==> src/rtl/spi_controller_single_clk_if.sv <==
// spi_controller_single_clk_if
// Host-side handshake bundle for the SPI mode-0 controller.
//   start/tx_address/byte_count : transaction request, captured on the start cycle
//   tx_data/tx_dreq             : first-word-fall-through data source and its pop strobe
//   rx_data/rx_valid/rx_index   : received byte, its strobe and its position in the frame
//   busy/done                   : transaction in progress / CSn-deassert pulse
// The master modport is the host; the slave modport is the controller.
interface spi_controller_single_clk_if #(
    parameter int BYTE_W = 8
);
    logic              start;
    logic [BYTE_W-1:0] tx_address;
    logic [5:0]        byte_count;
    logic [BYTE_W-1:0] tx_data;
    logic              tx_dreq;
    logic [BYTE_W-1:0] rx_data;
    logic              rx_valid;
    logic [5:0]        rx_index;
    logic              busy;
    logic              done;

    modport master (
        output start, tx_address, byte_count, tx_data,
        input  tx_dreq, rx_data, rx_valid, rx_index, busy, done
    );

    modport slave (
        input  start, tx_address, byte_count, tx_data,
        output tx_dreq, rx_data, rx_valid, rx_index, busy, done
    );
endinterface

==> src/rtl/spi_controller_single_clk.sv <==
// spi_controller_single_clk
// SPI mode-0 initiator in a single sys_clk domain. Sends one address byte
// followed by 0..63 data bytes MSB first and returns every byte clocked back.
// Ports:
//   sys_clk  : sole clock, rising edge
//   rst      : asynchronous active-high reset
//   host     : handshake bundle (slave modport)
//   csn_pad  : chip select, active low
//   sck_pad  : serial clock, idle low
//   mosi_pad : serial data out
//   miso_pad : serial data in (asynchronous to sys_clk, synchronized here)
module spi_controller_single_clk #(
    parameter int BYTE_W  = 8,
    parameter int CLK_DIV = 4
) (
    input  logic                        sys_clk,
    input  logic                        rst,
    spi_controller_single_clk_if.slave  host,
    output logic                        csn_pad,
    output logic                        sck_pad,
    output logic                        mosi_pad,
    input  logic                        miso_pad
);
    localparam int               BIT_W    = $clog2(BYTE_W);
    localparam logic [7:0]       DIV_LAST = 8'(CLK_DIV - 1);
    localparam logic [BIT_W-1:0] BIT_LAST = BIT_W'(BYTE_W - 1);

    typedef enum logic [2:0] {IDLE, SETUP, SHIFT, HOLD, GAP} state_t;

    state_t            state;
    state_t            state_next;
    logic [7:0]        half_cnt;
    logic [BIT_W-1:0]  bit_cnt;
    logic [5:0]        byte_cnt;
    logic [5:0]        count_q;
    // mosi_pad holds the current MSB, so only the remaining bits are kept here
    logic [BYTE_W-2:0] tx_rest;
    // the 8th bit goes straight into rx_data, so the shifter is one bit short
    logic [BYTE_W-2:0] rx_shift;
    logic              miso_meta;
    logic              miso_sync;
    // high for the single cycle busy falls, so a start on that cycle is ignored
    logic              rearm;

    logic wrap;
    logic accept;
    logic fall;
    logic last_fall;

    always_ff @(posedge sys_clk or posedge rst) begin
        if (rst) begin
            state <= IDLE;
        end else begin
            state <= state_next;
        end
    end

    // The half-period wrap paces every state; a fall is a wrap while SCK is high.
    always_comb begin
        wrap       = (half_cnt == DIV_LAST);
        accept     = (state == IDLE) && host.start && !rearm;
        fall       = (state == SHIFT) && wrap && sck_pad;
        last_fall  = fall && (bit_cnt == BIT_LAST) && (byte_cnt == count_q);
        state_next = state;
        case (state)
            IDLE:    if (accept)    state_next = SETUP;
            SETUP:   if (wrap)      state_next = SHIFT;
            SHIFT:   if (last_fall) state_next = HOLD;
            HOLD:    if (wrap)      state_next = GAP;
            GAP:     if (wrap)      state_next = IDLE;
            default:                state_next = IDLE;
        endcase
    end

    // Datapath and registered outputs. The SETUP wrap is the first SCK rise;
    // every fall shifts MISO in and the next MOSI bit out, and the 8th fall of
    // a byte completes the receive and pops the next transmit byte.
    always_ff @(posedge sys_clk or posedge rst) begin
        if (rst) begin
            half_cnt      <= '0;
            bit_cnt       <= '0;
            byte_cnt      <= '0;
            count_q       <= '0;
            tx_rest       <= '0;
            rx_shift      <= '0;
            miso_meta     <= 1'b0;
            miso_sync     <= 1'b0;
            rearm         <= 1'b0;
            csn_pad       <= 1'b1;
            sck_pad       <= 1'b0;
            mosi_pad      <= 1'b0;
            host.busy     <= 1'b0;
            host.done     <= 1'b0;
            host.tx_dreq  <= 1'b0;
            host.rx_valid <= 1'b0;
            host.rx_data  <= '0;
            host.rx_index <= '0;
        end else begin
            host.tx_dreq  <= 1'b0;
            host.rx_valid <= 1'b0;
            host.done     <= 1'b0;
            rearm         <= 1'b0;
            miso_meta     <= miso_pad;
            miso_sync     <= miso_meta;

            if (state == IDLE || wrap) begin
                half_cnt <= '0;
            end else begin
                half_cnt <= half_cnt + 8'd1;
            end

            case (state)
                IDLE: begin
                    if (accept) begin
                        host.busy <= 1'b1;
                        csn_pad   <= 1'b0;
                        mosi_pad  <= host.tx_address[BYTE_W-1];
                        tx_rest   <= host.tx_address[BYTE_W-2:0];
                        count_q   <= host.byte_count;
                        bit_cnt   <= '0;
                        byte_cnt  <= '0;
                    end
                end
                SETUP: begin
                    if (wrap) sck_pad <= 1'b1;
                end
                SHIFT: begin
                    if (wrap) sck_pad <= !sck_pad;
                    if (fall) begin
                        rx_shift <= {rx_shift[BYTE_W-3:0], miso_sync};
                        if (bit_cnt == BIT_LAST) begin
                            bit_cnt       <= '0;
                            host.rx_data  <= {rx_shift, miso_sync};
                            host.rx_index <= byte_cnt;
                            host.rx_valid <= 1'b1;
                            if (byte_cnt != count_q) begin
                                byte_cnt     <= byte_cnt + 6'd1;
                                mosi_pad     <= host.tx_data[BYTE_W-1];
                                tx_rest      <= host.tx_data[BYTE_W-2:0];
                                host.tx_dreq <= 1'b1;
                            end else begin
                                mosi_pad <= 1'b0;
                            end
                        end else begin
                            bit_cnt  <= bit_cnt + BIT_W'(1);
                            mosi_pad <= tx_rest[BYTE_W-2];
                            tx_rest  <= {tx_rest[BYTE_W-3:0], 1'b0};
                        end
                    end
                end
                HOLD: begin
                    if (wrap) begin
                        csn_pad   <= 1'b1;
                        host.done <= 1'b1;
                    end
                end
                GAP: begin
                    if (wrap) begin
                        host.busy <= 1'b0;
                        rearm     <= 1'b1;
                    end
                end
                default: ;
            endcase
        end
    end
endmodule

==> src/flat_wrapper.sv <==
// flat-port wrapper written by rule: the top's interface ports become plain ports
module spi_controller_single_clk_flat 
#(
    parameter int BYTE_W  = 8,
    parameter int CLK_DIV = 4
)
  (sys_clk, rst, csn_pad, sck_pad, mosi_pad, miso_pad, host_start, host_tx_address, host_byte_count, host_tx_data, host_tx_dreq, host_rx_data, host_rx_valid, host_rx_index, host_busy, host_done);
  spi_controller_single_clk_if #(.BYTE_W(BYTE_W)) host_i ();
  input  logic sys_clk;
  input  logic rst;
  output logic csn_pad;
  output logic sck_pad;
  output logic mosi_pad;
  input  logic miso_pad;
  input wire logic [$bits(host_i.start)-1:0] host_start;
  input wire logic [$bits(host_i.tx_address)-1:0] host_tx_address;
  input wire logic [$bits(host_i.byte_count)-1:0] host_byte_count;
  input wire logic [$bits(host_i.tx_data)-1:0] host_tx_data;
  output wire logic [$bits(host_i.tx_dreq)-1:0] host_tx_dreq;
  output wire logic [$bits(host_i.rx_data)-1:0] host_rx_data;
  output wire logic [$bits(host_i.rx_valid)-1:0] host_rx_valid;
  output wire logic [$bits(host_i.rx_index)-1:0] host_rx_index;
  output wire logic [$bits(host_i.busy)-1:0] host_busy;
  output wire logic [$bits(host_i.done)-1:0] host_done;
  assign host_i.start = host_start;
  assign host_i.tx_address = host_tx_address;
  assign host_i.byte_count = host_byte_count;
  assign host_i.tx_data = host_tx_data;
  assign host_tx_dreq = host_i.tx_dreq;
  assign host_rx_data = host_i.rx_data;
  assign host_rx_valid = host_i.rx_valid;
  assign host_rx_index = host_i.rx_index;
  assign host_busy = host_i.busy;
  assign host_done = host_i.done;
  spi_controller_single_clk #(.BYTE_W(BYTE_W), .CLK_DIV(CLK_DIV)) u_core (.sys_clk(sys_clk), .rst(rst), .host(host_i), .csn_pad(csn_pad), .sck_pad(sck_pad), .mosi_pad(mosi_pad), .miso_pad(miso_pad));
endmodule
==> config.mk <==
export PLATFORM = sky130hd
export DESIGN_NAME = spi_controller_single_clk_flat
export DESIGN_NICKNAME = d
export VERILOG_FILES = /design/src/rtl/spi_controller_single_clk_if.sv /design/src/rtl/spi_controller_single_clk.sv /design/src/flat_wrapper.sv
export SDC_FILE = /design/constraint.sdc
export NUM_CORES = 1
export LEC_CHECK = 0
export ABC_AREA = 1
export CAP_MARGIN = 15
export CORE_AREA = 5 5 63 108
export DETAILED_ROUTE_END_ITERATION = 10
export DIE_AREA = 0 0 68 113
export GPL_ROUTABILITY_DRIVEN = 0
export PLACE_DENSITY_LB_ADDON = 0.05
export SYNTH_ARGS = -nofsm -noshare
export SYNTH_HDL_FRONTEND = slang
export SYNTH_SLANG_ARGS = --single-unit
==> constraint.sdc <==
create_clock -name sys_clk -period 2.6 [get_ports sys_clk]
set_input_delay 0.65 -clock sys_clk [delete_from_list [all_inputs] [get_ports sys_clk]]
set_output_delay 0.65 -clock sys_clk [all_outputs]
set_load 0.005 [all_outputs]
### Word level (Yosys, flattened, before mapping)

Cells that the tools add are included.

| word-level totals | value |
|---|---|
| bits in registers | 64 |
| input bits | 26 |
| output and inout port bits | 21 |
| word-level logic and storage cells | 108 |

| operators by class | value |
|---|---|
| add/sub/neg operators | 3 |
| equality and inequality tests | 18 |
| muxes and demuxes | 44 |
| reduce and logical (&&, ||, !) cells | 24 |

Operator list:

| kind | number |
|---|---|
| $mux W7 | 4 |
| $mux W3 | 8 |
| $mux W6 | 4 |
| $mux W1 | 19 |
| $pmux W3 S5 | 1 |
| $reduce_and A3 Y1 | 5 |
| $ne A2 B1 Y1 const B | 7 |
| $pmux W7 S2 | 1 |
| $pmux W6 S2 | 1 |
| $reduce_and A5 Y1 | 2 |
| $add A8 B1 Y8 const B | 1 |
| $eq A8 B2 Y1 const B | 1 |
| $mux W8 | 1 |
| $pmux W1 S2 | 4 |
| $reduce_bool A2 Y1 | 4 |
| $add A6 B1 Y6 const B | 1 |
| $eq A3 B2 Y1 const B | 2 |
| $eq A3 B3 Y1 const B | 2 |
| $eq A6 B6 Y1 | 1 |
| $logic_and A1 B1 Y1 | 6 |
| $ne A6 B6 Y1 | 1 |
| $pmux W3 S2 | 1 |
| $ne A2 B2 Y1 const B | 2 |
| $reduce_and A2 Y1 | 2 |
| other kinds (7) | 8 |

### Logic depth before layout (Yosys ltp)

Gate-level depths: netlist (run 1).

| logic depth | value |
|---|---|
| depth in word-level cells | 7 |
| gate-level depth with buffers | 11 |
| gate-level depth less buffers | 10 |

### Worst setup path before layout (run 1)

OpenSTA, ideal clock, no wires.

| timing | value |
|---|---|
| path kind | reg-to-reg |
| start point | register u_core.bit_cnt[0] |
| end point | register u_core.tx_rest[0] |
| setup time | 0.117 ns |
| data arrival time | 1.413 ns |
| data required time | 2.483 ns |
| path slack | 1.070 ns |
| cell stages (with the launch flop) | 9 |
| path buffers | 0 |
| clock period less this slack | 1.530 ns |
| path through | dfrtp_1 -> ha_1 -> ha_1 -> nor2_4 -> nor2_1 -> nand2_1 -> nand2_2 -> nand2_1 -> nand2_1 |

| between the ends | value |
|---|---|
| longest elaborated chain between the ends | 4 |
| elaborated cells on any way between the ends | 6 |

RTL lines:

| what | RTL line | source |
|---|---|---|
| start, declared | spi_controller_single_clk.sv:33 | `logic [BIT_W-1:0] bit_cnt;` |
| start signal, assigned | spi_controller_single_clk.sv:145 | `bit_cnt <= bit_cnt + BIT_W'(1);` |
| $eq A3 B3 Y1 (*) | spi_controller_single_clk.sv:131 | `if (bit_cnt == BIT_LAST) begin` |
| $mux W7 | spi_controller_single_clk.sv:131 |  |
| $mux W7 | spi_controller_single_clk.sv:129 | `if (fall) begin` |
| $pmux W7 S2 | spi_controller_single_clk.sv:112 | `case (state)` |
| end signal, assigned | spi_controller_single_clk.sv:118 | `tx_rest <= host.tx_address[BYTE_W-2:0];` |
| end signal, assigned | spi_controller_single_clk.sv:139 | `tx_rest <= host.tx_data[BYTE_W-2:0];` |
| end signal, assigned | spi_controller_single_clk.sv:147 | `tx_rest <= {tx_rest[BYTE_W-3:0], 1'b0};` |
| end, declared | spi_controller_single_clk.sv:37 | `logic [BYTE_W-2:0] tx_rest;` |

Every way passes the cells marked *; elsewhere a longest branch is shown, timed or not. The select of a mux whose other input is x is not followed.
A chain may end at the register's enable or synchronous reset.

### Worst setup path after layout (run 1)

| timing | value |
|---|---|
| start point | register u_core.csn_pad |
| end point | output port csn_pad |

RTL lines:

| what | RTL line | source |
|---|---|---|
| start, declared | spi_controller_single_clk.sv:19 | `output logic csn_pad,` |
| start signal, assigned | spi_controller_single_clk.sv:89 | `csn_pad <= 1'b1;` |
| start signal, assigned | spi_controller_single_clk.sv:116 | `csn_pad <= 1'b0;` |
| start signal, assigned | spi_controller_single_clk.sv:153 | `csn_pad <= 1'b1;` |
| end, declared | flat_wrapper.sv:11 | `output logic csn_pad;` |

No word-level cell between the ends.

==> results of run 1 <==
-- stage by stage --
step                total power (W)  utilization  hold WS, ps  cell area, sq um
finish                      0.00343        0.647          351              3740
CTS                         0.00348        0.647          354              3740
detailed placement          0.00265        0.613          348              3550
global route                0.00375        0.647          371              3740
global placement            0.00262        0.613          336              3550
floorplan                   0.00230            -          331              2980
-- sequential cells by signal, summed over array words and instances, names as in the netlist, 3 cells and up --
register and flops:
u_core.half_cnt 8, u_core.host.rx_data 8, u_core.rx_shift 7, u_core.tx_rest 7, u_core.byte_cnt 6, u_core.count_q 6
u_core.host.rx_index 6, u_core.bit_cnt 3, u_core.state 3
-- Yosys cell counts (all sizes together) --
cell type  number  area share
nor3            3      0.0050
xor2            2      0.0059
clkbuf          3      0.0038
dfstp           1      0.0088
buf             1      0.0038
inv            37       0.047
a22o            1      0.0029
a21oi           5      0.0084
ha              4       0.017
o21ai          22       0.037
nor3b           4       0.010
dfrtp          63        0.53
nand2         153        0.20
nor2           39       0.063
nand3          32       0.054
xnor2           1      0.0029
clkinv          3      0.0038
-- area by class of cell --
cell class	count	area (sq um)	area share
clock inverter	7	71.3	0.0190
clock buffer	9	124	0.0331
timing repair buffer	49	495	0.132
sequential	64	1600	0.428
multi-input combinational	266	1200	0.321
tap	78	97.6	0.0261
inverter	40	150	0.0401
-- power breakdown --
group,internal [W],switching [W],leakage [nW]
logic,0.000441,0.000787,0.947
clock network,0.000442,0.000382,0.0916
registers,0.00122,0.000163,0.846
total,0.00210,0.00133,1.88
-- worst register-to-register path: stages (launching register included) --
cell and delay (ps):
dfrtp_1 450, nor2_4 170, nand2_4 190, nor2_4 140
nand3_1 360, o21ai_0 350, nand3_1 120, nand2_1 80
-- cells by family (layout without fill, tap and decap cells) --
logic type / after synthesis / in the layout / synth area share
simple gates: 231 / 231 / 0.330
flops: 64 / 64 / 0.538
buf+inv: 44 / 105 / 0.0580
compound gates: 28 / 28 / 0.0483
fa+ha+maj: 4 / 4 / 0.0168
xor+xnor: 3 / 3 / 0.00882
-- layer usage --
layer  track usage  share of wire  vias up
li1              -              -     1282
met1         0.223           0.40     1182
met2         0.323           0.55       47
met3        0.0357          0.038        9
met4        0.0717          0.016        0
met5             0              0        -
-- worst min-delay path by stage --
| stage | slack, ps | start | to |
|---|---|---|---|
| 6_report | 350 | u_core.miso_meta | u_core.miso_sync |
| 5_1_grt | 370 | u_core.miso_meta | u_core.miso_sync |
| 4_1_cts | 350 | u_core.miso_meta | u_core.miso_sync |
| 3_5_place_dp | 350 | u_core.miso_meta | u_core.miso_sync |
| 3_3_place_gp | 340 | u_core.miso_meta | u_core.miso_sync |
| 2_1_floorplan | 330 | u_core.miso_meta | u_core.miso_sync |
==> flow_summary.json, run 1 <==
{
  "grt_start_max_net_pins": 37,
  "ctsLongestPathBuffers": 2,
  "cp-end-kind": "output pin",
  "rr_startpoint": "u_core.state[2]",
  "cts.clk_slew.worst_paths_ps": 70,
  "grt-ovfl-total": 0,
  "ctsHtreeMaxLevel": 3,
  "powerDensity_mw_per_mm2": 917,
  "grt_use_total": 0.187,
  "dp_hpwl_um": 4620,
  "portBuffers": 46,
  "insertion_delay_ps": 330,
  "place_ws_ps": 385,
  "worst_slack_ps": 584,
  "syn_area_sq_mm": 0.00298,
  "routed_wl_um": 6180,
  "antenna_cells": 0,
  "cts_resized": 0,
  "num_rows": 37,
  "cts_tree": "done",
  "cp.depth": 1,
  "drv_slew": 0,
  "finalSetupViolations": 0,
  "drt-vias-per-instance": 4.91,
  "worstSetupStartpoint": "u_core.csn_pad",
  "area_delta_synth_final_pct": 25.7,
  "final_cell_mix": "148 x nand2_1, 63 x dfrtp_1, 46 x clkdlybuf4s50_1, 33 x nor2_1, 33 x inv_1",
  "path_buf_inv": 1,
  "first_global_vias": 2563,
  "status": "complete, no violations",
  "die_w_um": 68,
  "drt_iter0_drc": 96,
  "max_clock_freq_ghz": 0.496,
  "relSlewSlack": 0.573,
  "crit_path_max_fanout": 2,
  "synth_cell_types": 22,
  "max_stage_delay_ps": 530,
  "reg2reg_to": "u_core.state[0]",
  "fillCellCount": 535,
  "tns_ps": 0,
  "cp_top_family": "flip-flops",
  "tightest_slew_ps": 640,
  "hold_buffers": 0,
  "cts_buffers": 9,
  "start_util": 0.515,
  "max-cap-violations": 0,
  "worstSetupPathType": "flop to output pin",
  "post-route-period-util": 0.775,
  "post-cts-setup-buffers": 0,
  "first_pass_iters": 4,
  "synth.avg_cell_area_sq_um": 7.97,
  "hold_violations": 0,
  "rsz0062_at_grt": "no",
  "final_common_cell": "nand2_1",
  "drt.antenna.violating_nets": 0,
  "critPathSlowestCell": "dfstp_2",
  "avgRoutedWirePerCell_um": 12.1,
  "synth_cells": 374,
  "hold_path_class": "flop to flop",
  "place_inst": 497,
  "yosysWarnings": 0,
  "critPathLaunchType": "flop",
  "die_height_um": 113,
  "critPathArrivalTime_ps": 1370,
  "vias": 2520,
  "cts_root_buf": "clkbuf_8",
  "core-area_sq_mm": 0.00579,
  "drc": 0,
  "regToRegSetupSlack_ps": 670,
  "period_minus_slack_ps": 2020,
  "num_io_pins": 47,
  "synth-seq-cells": 64,
  "crit_chain": "clkdlybuf4s50_1",
  "cp.required_ps": 1950,
  "max-vdd-ir-drop_mv": 0.553,
  "synth_nets": 404,
  "crit_end": "csn_pad",
  "leakage_nw": 1.88,
  "die-area_sq_mm": 0.00768,
  "layout-drive-gt1-share": 0.0805,
  "cts.sinks": 64,
  "reg2reg_depth": 7,
  "min_path_cells": 0,
  "grt_pass1_wl_um": 11200,
  "final_nets": 460,
  "antenna_found_initial": 0,
  "final_cells": 513,
  "synth_seq_area_share": 0.538,
  "worst_clock_skew_ps": 6.15
}
(Power assumes the default switching activity.)
==> inputs of run 2 (changes only) <==
==> constraint.sdc (replaced) <==
create_clock -name sys_clk -period 2.1 [get_ports sys_clk]
set_input_delay 0.525 -clock sys_clk [delete_from_list [all_inputs] [get_ports sys_clk]]
set_output_delay 0.525 -clock sys_clk [all_outputs]
set_load 0.005 [all_outputs]
==> flow_summary.json, run 2 (synthesis gave the netlist of run 1 again) <==
{
  "die-area_sq_mm": 0.00768,
  "max_stage_delay_ps": 530,
  "cts_root_buf": "clkbuf_8",
  "cp-end-kind": "output pin",
  "portBuffers": 46,
  "drt.antenna.violating_nets": 0,
  "max-cap-violations": 0,
  "crit_path_max_fanout": 2,
  "critPathSlowestCell": "dfstp_2",
  "first_pass_iters": 4,
  "powerDensity_mw_per_mm2": 1110,
  "final_common_cell": "nand2_1",
  "die_w_um": 68,
  "ff_latch_area_sq_mm": 0.00160,
  "drt_iter0_drc": 82,
  "avgRoutedWirePerCell_um": 11.8,
  "antenna_cells": 0,
  "cts.clk_slew.worst_paths_ps": 70,
  "vias": 2496,
  "post-route-period-util": 0.894,
  "detailed_place.area_sq_mm": 0.00358,
  "ctsHtreeMaxLevel": 3,
  "worst_slack_ps": 222,
  "start_util": 0.515,
  "max_clock_freq_ghz": 0.532,
  "core-area_sq_mm": 0.00579,
  "post-cts-setup-buffers": 0,
  "tns_ps": 0,
  "hold_buffers": 0,
  "multi_input_area_sq_mm": 0.00120,
  "cts_tree": "done",
  "layout-drive-gt1-share": 0.0868,
  "hold_violations": 0,
  "grt_use_total": 0.179,
  "critPathLaunchType": "flop",
  "tightest_slew_ps": 325,
  "worstSetupPathType": "flop to output pin",
  "cp_top_family": "flip-flops",
  "cp.required_ps": 1570,
  "hold_path_class": "flop to flop",
  "reg_top3": "u_core.half_cnt: 8 flops, u_core.host.rx_data: 8 flops",
  "insertion_delay_ps": 340,
  "antenna_found_initial": 0,
  "cts_buffers": 9,
  "area_delta_synth_final_pct": 25.8,
  "grt_start_max_net_pins": 65,
  "worst_clock_skew_ps": 9.99,
  "dp_hpwl_um": 4460,
  "finalSetupViolations": 0,
  "reg2reg_depth": 10,
  "grt_pass1_wl_um": 10600,
  "final_nets": 463,
  "path_buf_inv": 1,
  "final_cell_mix": "148 x nand2_1, 63 x dfrtp_1, 46 x clkdlybuf4s50_1, 33 x nor2_1, 33 x inv_1",
  "num_rows": 37,
  "design_area_sq_mm": 0.00375,
  "first_global_vias": 2469,
  "num_io_pins": 47,
  "grt-ovfl-total": 0,
  "cts_resized": 0,
  "fillCellCount": 516,
  "critPathArrivalTime_ps": 1350,
  "drt-vias-per-instance": 4.84,
  "drv_slew": 0,
  "routed_wl_um": 6090,
  "period_minus_slack_ps": 1880,
  "crit_chain": "clkdlybuf4s50_1",
  "rsz0062_at_grt": "no",
  "die_height_um": 113,
  "drc": 0,
  "status": "complete, no violations",
  "max-vdd-ir-drop_mv": 0.661,
  "relSlewSlack": 0.782,
  "cts.sinks": 64,
  "leakage_nw": 1.89,
  "place_ws_ps": 89.6,
  "cp.depth": 1,
  "ctsLongestPathBuffers": 2,
  "min_path_cells": 0
}
-- run 2: final timing paths --
check	from	endpoint	slack, ps
setup / recovery	u_core.csn_pad	csn_pad	220
hold / removal	u_core.miso_meta	u_core.miso_sync	370
setup reg to reg	u_core.state[2]	u_core.byte_cnt[0]	320
hold reg to reg	u_core.miso_meta	u_core.miso_sync	370
max in group asynchronous	rst	u_core.csn_pad	1160
min in group asynchronous	rst	u_core.miso_meta	640
-- run 2: stage by stage --
step | total power, W | utilization | hold slack [ps] | std cells
after floorplan | 0.00285 | - | 331 | 374
after global placement | 0.00325 | 0.618 | 337 | 500
after detailed placement | 0.00328 | 0.618 | 344 | 500
after CTS | 0.00420 | 0.648 | 373 | 516
after global routing | 0.00452 | 0.648 | 393 | 516
final | 0.00415 | 0.648 | 368 | 516
-- run 2: where the power goes --
group,switching [W],internal (W)
Combinational,0.000980,0.000555
Sequential,0.000204,0.00151
Clock,0.000479,0.000426
Total,0.00166,0.00249
-- run 2: per-layer routing --
metal,vias to the layer above,global-route usage,wire length [um]
met4,0,0.0704,84
met5,-,0,0
met3,7,0.0437,290
met2,52,0.311,3320
li1,1280,-,-
met1,1157,0.203,2400
-- run 2: cell type report --
type                       instances  area share
timing repair buffer              52       0.138
clock inverter                     7      0.0127
multi-input combinational        266       0.321
sequential                        64       0.428
inverter                          40      0.0411
tap                               78      0.0260
clock buffer                       9      0.0331
